### config.mk
export PLATFORM = sky130hd
export DESIGN_NAME = multicycle_control_unit
export DESIGN_NICKNAME = d
export VERILOG_FILES = /design/src/rtl/mips_ctrl_pkg.sv /design/src/rtl/alu_func_decoder.sv /design/src/rtl/multicycle_control_unit.sv
export SDC_FILE = /design/constraint.sdc
export NUM_CORES = 1
export LEC_CHECK = 0
export CAP_MARGIN = 20
export CORE_MARGIN = 3
export CORE_UTILIZATION = 45
export DETAILED_ROUTE_END_ITERATION = 8
export DONT_BUFFER_PORTS = 1
export PLACE_DENSITY_LB_ADDON = 0.1
export SLEW_MARGIN = 0
export SYNTH_ARGS = -nofsm -noshare
export SYNTH_HDL_FRONTEND = slang
export SYNTH_SLANG_ARGS = --single-unit
### constraint.sdc
create_clock -name clk -period 2.51 [get_ports clk]
set_input_delay 0.251 -clock clk [delete_from_list [all_inputs] [get_ports clk]]
set_output_delay 0.251 -clock clk [all_outputs]
set_load 0.05 [all_outputs]
### src/rtl/mips_ctrl_pkg.sv
// Shared constants for the multicycle MIPS-subset controller: opcodes, funct
// codes, ALU operation encoding, datapath mux selects and FSM state encoding.
package mips_ctrl_pkg;

  // Opcodes of the supported instruction subset
  localparam logic [5:0] OP_RTYPE = 6'b000000;
  localparam logic [5:0] OP_LW    = 6'b100011;
  localparam logic [5:0] OP_SW    = 6'b101011;
  localparam logic [5:0] OP_LH    = 6'b100001;
  localparam logic [5:0] OP_SH    = 6'b101001;
  localparam logic [5:0] OP_BEQ   = 6'b000100;
  localparam logic [5:0] OP_ADDI  = 6'b001000;
  localparam logic [5:0] OP_J     = 6'b000010;

  // R-type funct codes understood by the ALU
  localparam logic [5:0] FN_ADD = 6'b100000;
  localparam logic [5:0] FN_SUB = 6'b100010;
  localparam logic [5:0] FN_AND = 6'b100100;
  localparam logic [5:0] FN_OR  = 6'b100101;
  localparam logic [5:0] FN_SLT = 6'b101010;
  localparam logic [5:0] FN_SLL = 6'b000000;
  localparam logic [5:0] FN_SRL = 6'b000010;

  typedef enum logic [2:0] {
    ALU_AND = 3'b000,
    ALU_OR  = 3'b001,
    ALU_ADD = 3'b010,
    ALU_SLL = 3'b011,
    ALU_SRL = 3'b100,
    ALU_SUB = 3'b110,
    ALU_SLT = 3'b111
  } alu_ctl_e;

  // ALU B operand select
  localparam logic [1:0] SRCB_RT      = 2'b00;
  localparam logic [1:0] SRCB_FOUR    = 2'b01;
  localparam logic [1:0] SRCB_IMM     = 2'b10;
  localparam logic [1:0] SRCB_IMM_SH2 = 2'b11;

  // PC source select
  localparam logic [1:0] PCSRC_ALU    = 2'b00;
  localparam logic [1:0] PCSRC_ALUOUT = 2'b01;
  localparam logic [1:0] PCSRC_JUMP   = 2'b10;

  typedef enum logic [3:0] {
    S_FETCH   = 4'd0,
    S_DECODE  = 4'd1,
    S_MEMADR  = 4'd2,
    S_MEMRD   = 4'd3,
    S_MEMWB   = 4'd4,
    S_MEMWR   = 4'd5,
    S_EXECUTE = 4'd6,
    S_ALUWB   = 4'd7,
    S_BRANCH  = 4'd8,
    S_ADDIEX  = 4'd9,
    S_ADDIWB  = 4'd10,
    S_JUMP    = 4'd11
  } state_e;

endpackage

### src/rtl/alu_func_decoder.sv
// R-type funct decoder: ALU operation, shamt-operand select and legality.
// Shared by DECODE (legality) and EXECUTE (operation select).
module alu_func_decoder
  import mips_ctrl_pkg::*;
#(
  parameter int FUNCT_W = 6
) (
  input  logic [FUNCT_W-1:0] funct,
  output alu_ctl_e           alu_ctl,
  output logic               shift,
  output logic               legal
);

  // Map funct onto an ALU operation; anything outside the table is illegal.
  always_comb begin
    // NOTE: every output is given a default before the case so no path leaves it unassigned and no latch is inferred.
    alu_ctl = ALU_ADD;
    shift   = 1'b0;
    legal   = 1'b1;
    case (funct)
      FUNCT_W'(FN_ADD): alu_ctl = ALU_ADD;
      FUNCT_W'(FN_SUB): alu_ctl = ALU_SUB;
      FUNCT_W'(FN_AND): alu_ctl = ALU_AND;
      FUNCT_W'(FN_OR):  alu_ctl = ALU_OR;
      FUNCT_W'(FN_SLT): alu_ctl = ALU_SLT;
      FUNCT_W'(FN_SLL): begin alu_ctl = ALU_SLL; shift = 1'b1; end
      FUNCT_W'(FN_SRL): begin alu_ctl = ALU_SRL; shift = 1'b1; end
      default:          legal = 1'b0;
    endcase
  end

endmodule

### src/rtl/multicycle_control_unit.sv
// Multicycle MIPS-subset controller. Moore FSM walking each instruction through
// fetch/decode/execute/memory/writeback, with a memory-ready stall handshake and
// an illegal-instruction pulse in DECODE.
module multicycle_control_unit
  import mips_ctrl_pkg::*;
#(
  parameter int OP_W     = 6,
  parameter int FUNCT_W  = 6,
  parameter int ALUCTL_W = 3,
  parameter int WAIT_EN  = 1
) (
  input  logic                clk,
  input  logic                rst_n,
  input  logic [OP_W-1:0]     op,
  input  logic [FUNCT_W-1:0]  funct,
  input  logic                zero,
  input  logic                mem_ready,
  output logic                PCWrite,
  output logic                IorD,
  output logic                MemWrite,
  output logic                IRWrite,
  output logic                RegDst,
  output logic                MemtoReg,
  output logic                RegWrite,
  output logic                ALUSrcA,
  output logic [1:0]          ALUSrcB,
  output logic [1:0]          PCSrc,
  output logic                HalfWord,
  output logic                Shift,
  output logic [ALUCTL_W-1:0] ALUControl,
  output logic                illegal_op,
  output logic [3:0]          state_o
);

  state_e   state, state_next;
  logic     ready;
  logic     is_r, is_lw, is_sw, is_lh, is_sh, is_beq, is_addi, is_j;
  logic     is_mem, is_store, is_half;
  alu_ctl_e fn_alu;
  logic     fn_shift, fn_legal;
  alu_ctl_e alu_sel;
  logic     pcwrite_raw, memwrite_raw, irwrite_raw, regwrite_raw, illegal_raw;

  // Without the wait handshake every memory access completes in one cycle.
  assign ready = (WAIT_EN != 0) ? mem_ready : 1'b1;

  assign is_r     = (op == OP_W'(OP_RTYPE));
  assign is_lw    = (op == OP_W'(OP_LW));
  assign is_sw    = (op == OP_W'(OP_SW));
  assign is_lh    = (op == OP_W'(OP_LH));
  assign is_sh    = (op == OP_W'(OP_SH));
  assign is_beq   = (op == OP_W'(OP_BEQ));
  assign is_addi  = (op == OP_W'(OP_ADDI));
  assign is_j     = (op == OP_W'(OP_J));
  assign is_mem   = is_lw | is_sw | is_lh | is_sh;
  assign is_store = is_sw | is_sh;
  assign is_half  = is_lh | is_sh;

  alu_func_decoder #(.FUNCT_W(FUNCT_W)) u_alu_func_decoder (
    .funct   (funct),
    .alu_ctl (fn_alu),
    .shift   (fn_shift),
    .legal   (fn_legal)
  );

  // State register; reset drops straight back to FETCH, even mid-access.
  always_ff @(posedge clk or negedge rst_n) begin
    // NOTE: sequential state uses non-blocking assignment so every flop samples pre-edge values.
    if (!rst_n) state <= S_FETCH;
    else        state <= state_next;
  end

  // Next-state selection; mem_ready only matters in the memory-access states.
  always_comb begin
    state_next = state;
    case (state)
      S_FETCH:   if (ready) state_next = S_DECODE;
      S_DECODE: begin
        if (is_mem)                 state_next = S_MEMADR;
        else if (is_r && fn_legal)  state_next = S_EXECUTE;
        else if (is_beq)            state_next = S_BRANCH;
        else if (is_addi)           state_next = S_ADDIEX;
        else if (is_j)              state_next = S_JUMP;
        else                        state_next = S_FETCH;
      end
      S_MEMADR:  state_next = is_store ? S_MEMWR : S_MEMRD;
      S_MEMRD:   if (ready) state_next = S_MEMWB;
      S_MEMWR:   if (ready) state_next = S_FETCH;
      S_EXECUTE: state_next = S_ALUWB;
      S_ADDIEX:  state_next = S_ADDIWB;
      default:   state_next = S_FETCH;
    endcase
  end

  // Moore output decode; only the write enables look at mem_ready/zero.
  always_comb begin
    IorD         = 1'b0;
    RegDst       = 1'b0;
    MemtoReg     = 1'b0;
    ALUSrcA      = 1'b0;
    ALUSrcB      = SRCB_RT;
    PCSrc        = PCSRC_ALU;
    HalfWord     = 1'b0;
    Shift        = 1'b0;
    alu_sel      = ALU_AND;
    pcwrite_raw  = 1'b0;
    memwrite_raw = 1'b0;
    irwrite_raw  = 1'b0;
    regwrite_raw = 1'b0;
    illegal_raw  = 1'b0;
    case (state)
      S_FETCH: begin
        ALUSrcB     = SRCB_FOUR;
        alu_sel     = ALU_ADD;
        PCSrc       = PCSRC_ALU;
        pcwrite_raw = ready;
        irwrite_raw = ready;
      end
      S_DECODE: begin
        ALUSrcB     = SRCB_IMM_SH2;
        alu_sel     = ALU_ADD;
        illegal_raw = ~(is_mem | (is_r & fn_legal) | is_beq | is_addi | is_j);
      end
      S_MEMADR: begin
        ALUSrcA  = 1'b1;
        ALUSrcB  = SRCB_IMM;
        alu_sel  = ALU_ADD;
        HalfWord = is_half;
      end
      S_MEMRD: begin
        IorD     = 1'b1;
        HalfWord = is_half;
      end
      S_MEMWR: begin
        IorD         = 1'b1;
        memwrite_raw = 1'b1;
        HalfWord     = is_half;
      end
      S_MEMWB: begin
        MemtoReg     = 1'b1;
        regwrite_raw = 1'b1;
        HalfWord     = is_half;
      end
      S_EXECUTE: begin
        ALUSrcA = 1'b1;
        alu_sel = fn_alu;
        Shift   = fn_shift;
      end
      S_ALUWB: begin
        RegDst       = 1'b1;
        regwrite_raw = 1'b1;
      end
      S_BRANCH: begin
        ALUSrcA     = 1'b1;
        alu_sel     = ALU_SUB;
        PCSrc       = PCSRC_ALUOUT;
        pcwrite_raw = zero;
      end
      S_ADDIEX: begin
        ALUSrcA = 1'b1;
        ALUSrcB = SRCB_IMM;
        alu_sel = ALU_ADD;
      end
      S_ADDIWB: regwrite_raw = 1'b1;
      S_JUMP: begin
        PCSrc       = PCSRC_JUMP;
        pcwrite_raw = 1'b1;
      end
      default: ;
    endcase
  end

  // Enables are gated by reset directly so they drop the instant rst_n falls.
  assign PCWrite    = rst_n & pcwrite_raw;
  assign MemWrite   = rst_n & memwrite_raw;
  assign IRWrite    = rst_n & irwrite_raw;
  assign RegWrite   = rst_n & regwrite_raw;
  assign illegal_op = rst_n & illegal_raw;

  assign ALUControl = ALUCTL_W'(alu_sel);
  assign state_o    = state;

endmodule

==> impl_results.md <==
* Clk buf depth at 2
* Worst-Margin Slew at 0.568 ns
* Maximum VDD drop at 549 uV
* Pwr/cell area at 938 nW/um2
* Rows at 12
* Critical path class: register to output pin
* Largest net degree at the start of global routing at 16
* Minimum hold slack at 0.244 ns
* Crit path launch type: register
* Period minus WS final at 2.16 ns
* Yosys cell types at 40
* Top-level port count at 38
* Via density per instance at 6.35
* Synth cell count leaders: nor2_1, a21oi_1, nor3_1, o21ai_0, nand2_1
* Place WS at 0.600 ns
* Global-route usage over all layers at approximately 22%
* Worst path arrival time at around 1.9 ns
* CP endpoint kind: output pin
* DR DRC count at 0
* GP Congestion at 0.829
* Synthesis-to-finish area growth at 44.8%
* Largest register FFs at 4
* CTS clk-pin slew, worst paths at 0.03 ns
* FF+latch count, synth at 4
* Fmax at 0.463 GHz
* Synth top area cells: dfrtp_1, a21oi_1, nor3_1
* Ys Warns at 0
* Routed Antenna Nets at 0
* CP Max Fanout at 14
* Layout net count at 128
* Global-route wire length before repair at 3.14 mm
* Register area share after synthesis at 16.2%
* Final period utilization at 86.0%
* Initial antenna violation count at 0
* # diodes at 0
* Mean Syn Cell Area at 7.12 um2
* LEAKAGE at between 0.3 and 0.4 nW
* Core Footprint at between 1000 and 1500 um2
* # fillers at 95
* Die Width at 43.1 um
* Routed wl met2 at 915 um
* Clock latency on the worst-skew pair at 0.24 ns
* Vias in the first global route at 692
* Syn nets at around 100
* Final wirelength at 1.92 mm
* DRC violation total after the first TritonRoute iteration at 23
* Critical Path RT at 2.26 ns
* Post-synth top area cell: dfrtp_1
* Worst slew margin at between 60 and 70%
* Synth Instances at 87
* Final count of hold timing violations at 0
* Highest layer used for signal routing: met4
* Status: complete, no violations
* H-tree depth at 1
* Drt pass-1 iters at 4
* Number of flops mapped to enable cells by yosys at 0
* Asr flop ratio synth at 100%
* Die area at 1860 um2
* Hold/Removal Path Class: primary input to register
* Port bufs at 0
* Clock Root Buffer: clkbuf_4
* Gr ovfl total at 0
* Sink Count at 4
* Max cap viols at 0
* TritonCTS clock tree: built
* Count leader, synth: nor2_1
* Final setup margin at 0.352 ns
* CTS Buf Count at 3
* Die height at 43.1 um
* Prevailing post-synth register cell: dfrtp_1
* Routed WL per cell at 15.5 um
* Hpwl dp at roughly 1.6 mm
* Share of layout cells above drive strength 1 at 36.4%
* Initial core utilization at 51.6%
* Clock Skews at 0.00591 ns
* Synth top area share at 16.2%
* Final setup vio count at 0
* Syn Std Cell Area at about 620 um2
* Metal-1 WL at 798 um
* Final Max Tran Viols at 0
* Metal3 WL at 164 um
* Vias at 787
* RSZ-0062 raised after global routing: no
## worst paths after layout
check / slack, ns / startpoint / cells after the start / end
min in group asynchronous: 0.29 / rst_n / 1 / state_o[3]
max reg2reg: 0.98 / state_o[0] / 4 / state_o[1]
max: 0.35 / state_o[1] / 5 / PCWrite
max in group asynchronous: 2.04 / rst_n / 1 / state_o[0]
min: 0.24 / op[3] / 2 / state_o[0]
min reg2reg: 0.59 / state_o[1] / 2 / state_o[3]
## metrics by stage
step           utilization [%]  instances  TNS (ns)  area (um2)  total power [W]
2_1_floorplan                -         87    -0.392         667         0.000602
3_3_place_gp              72.0        120         0         865         0.000745
3_5_place_dp              72.0        120         0         865         0.000757
4_1_cts                   74.7        124         0         897         0.000843
5_1_grt                   74.7        124         0         897         0.000884
6_report                  74.7        124         0         897         0.000841
## worst max-delay path, stage by stage (launching register included)
cell	delay, ns
dfrtp_1	0.36
buf_4	0.23
or2_2	0.37
nor2_1	0.14
a21oi_1	0.10
o21bai_2	0.46
## repair_timing
item / 4_1_cts / 5_1_grt
resized for setup: 0 / 0
hold buffers: 1 / 0
endpoints found under the hold margin: 4 / 0
setup buffers: 0 / 0
## cells by family (layout without fill, tap and decap cells)
logic type | Yosys count | in the layout | synth area share, %
compound gates | 26 | 26 | 26.3
xor+xnor | 2 | 2 | 2.83
buf+inv | 7 | 30 | 5.45
flops | 4 | 4 | 16.2
mux | 3 | 3 | 5.05
simple gates | 45 | 45 | 44.2
## layer usage
layer / global-route usage, % / vias up
met5: 0 / -
met4: 9.04 / 0
met3: 8.47 / 5
met2: 35.1 / 39
met1: 26.1 / 365
li1: - / 378
## layout by cell type, fill, tap and decap left out, types with 2 or more instances in the layout
cell type and n:
inv_1 3, buf_4 21, nor2_2 2, nand2_1 6
clkbuf_4 3, buf_12 2, mux2i_1 2, o22ai_1 3
o21ai_0 6, nor2b_1 2, or4_1 2, nor2_1 6
nand2b_1 4, nor3_1 6, a21oi_1 7, dfrtp_1 4
nand3b_1 2
## report_power, final
group	internal, W	total, W	switching (W)
Sequential	0.0000816	0.0000999	0.0000183
Clock	0.0000536	0.0000817	0.0000281
Combinational	0.000218	0.000660	0.000442
## final cells by class
| type | instances | area [um2] | area share, % |
|---|---|---|---|
| clock buffers | 3 | 22.5 | 2.51 |
| inverters | 3 | 11.3 | 1.26 |
| multi-input cells | 76 | 538 | 60.0 |
| flip-flops and latches | 4 | 100 | 11.2 |
| well taps | 14 | 17.5 | 1.95 |
| repair buffers | 24 | 208 | 23.2 |
(Power assumes the default switching activity.)
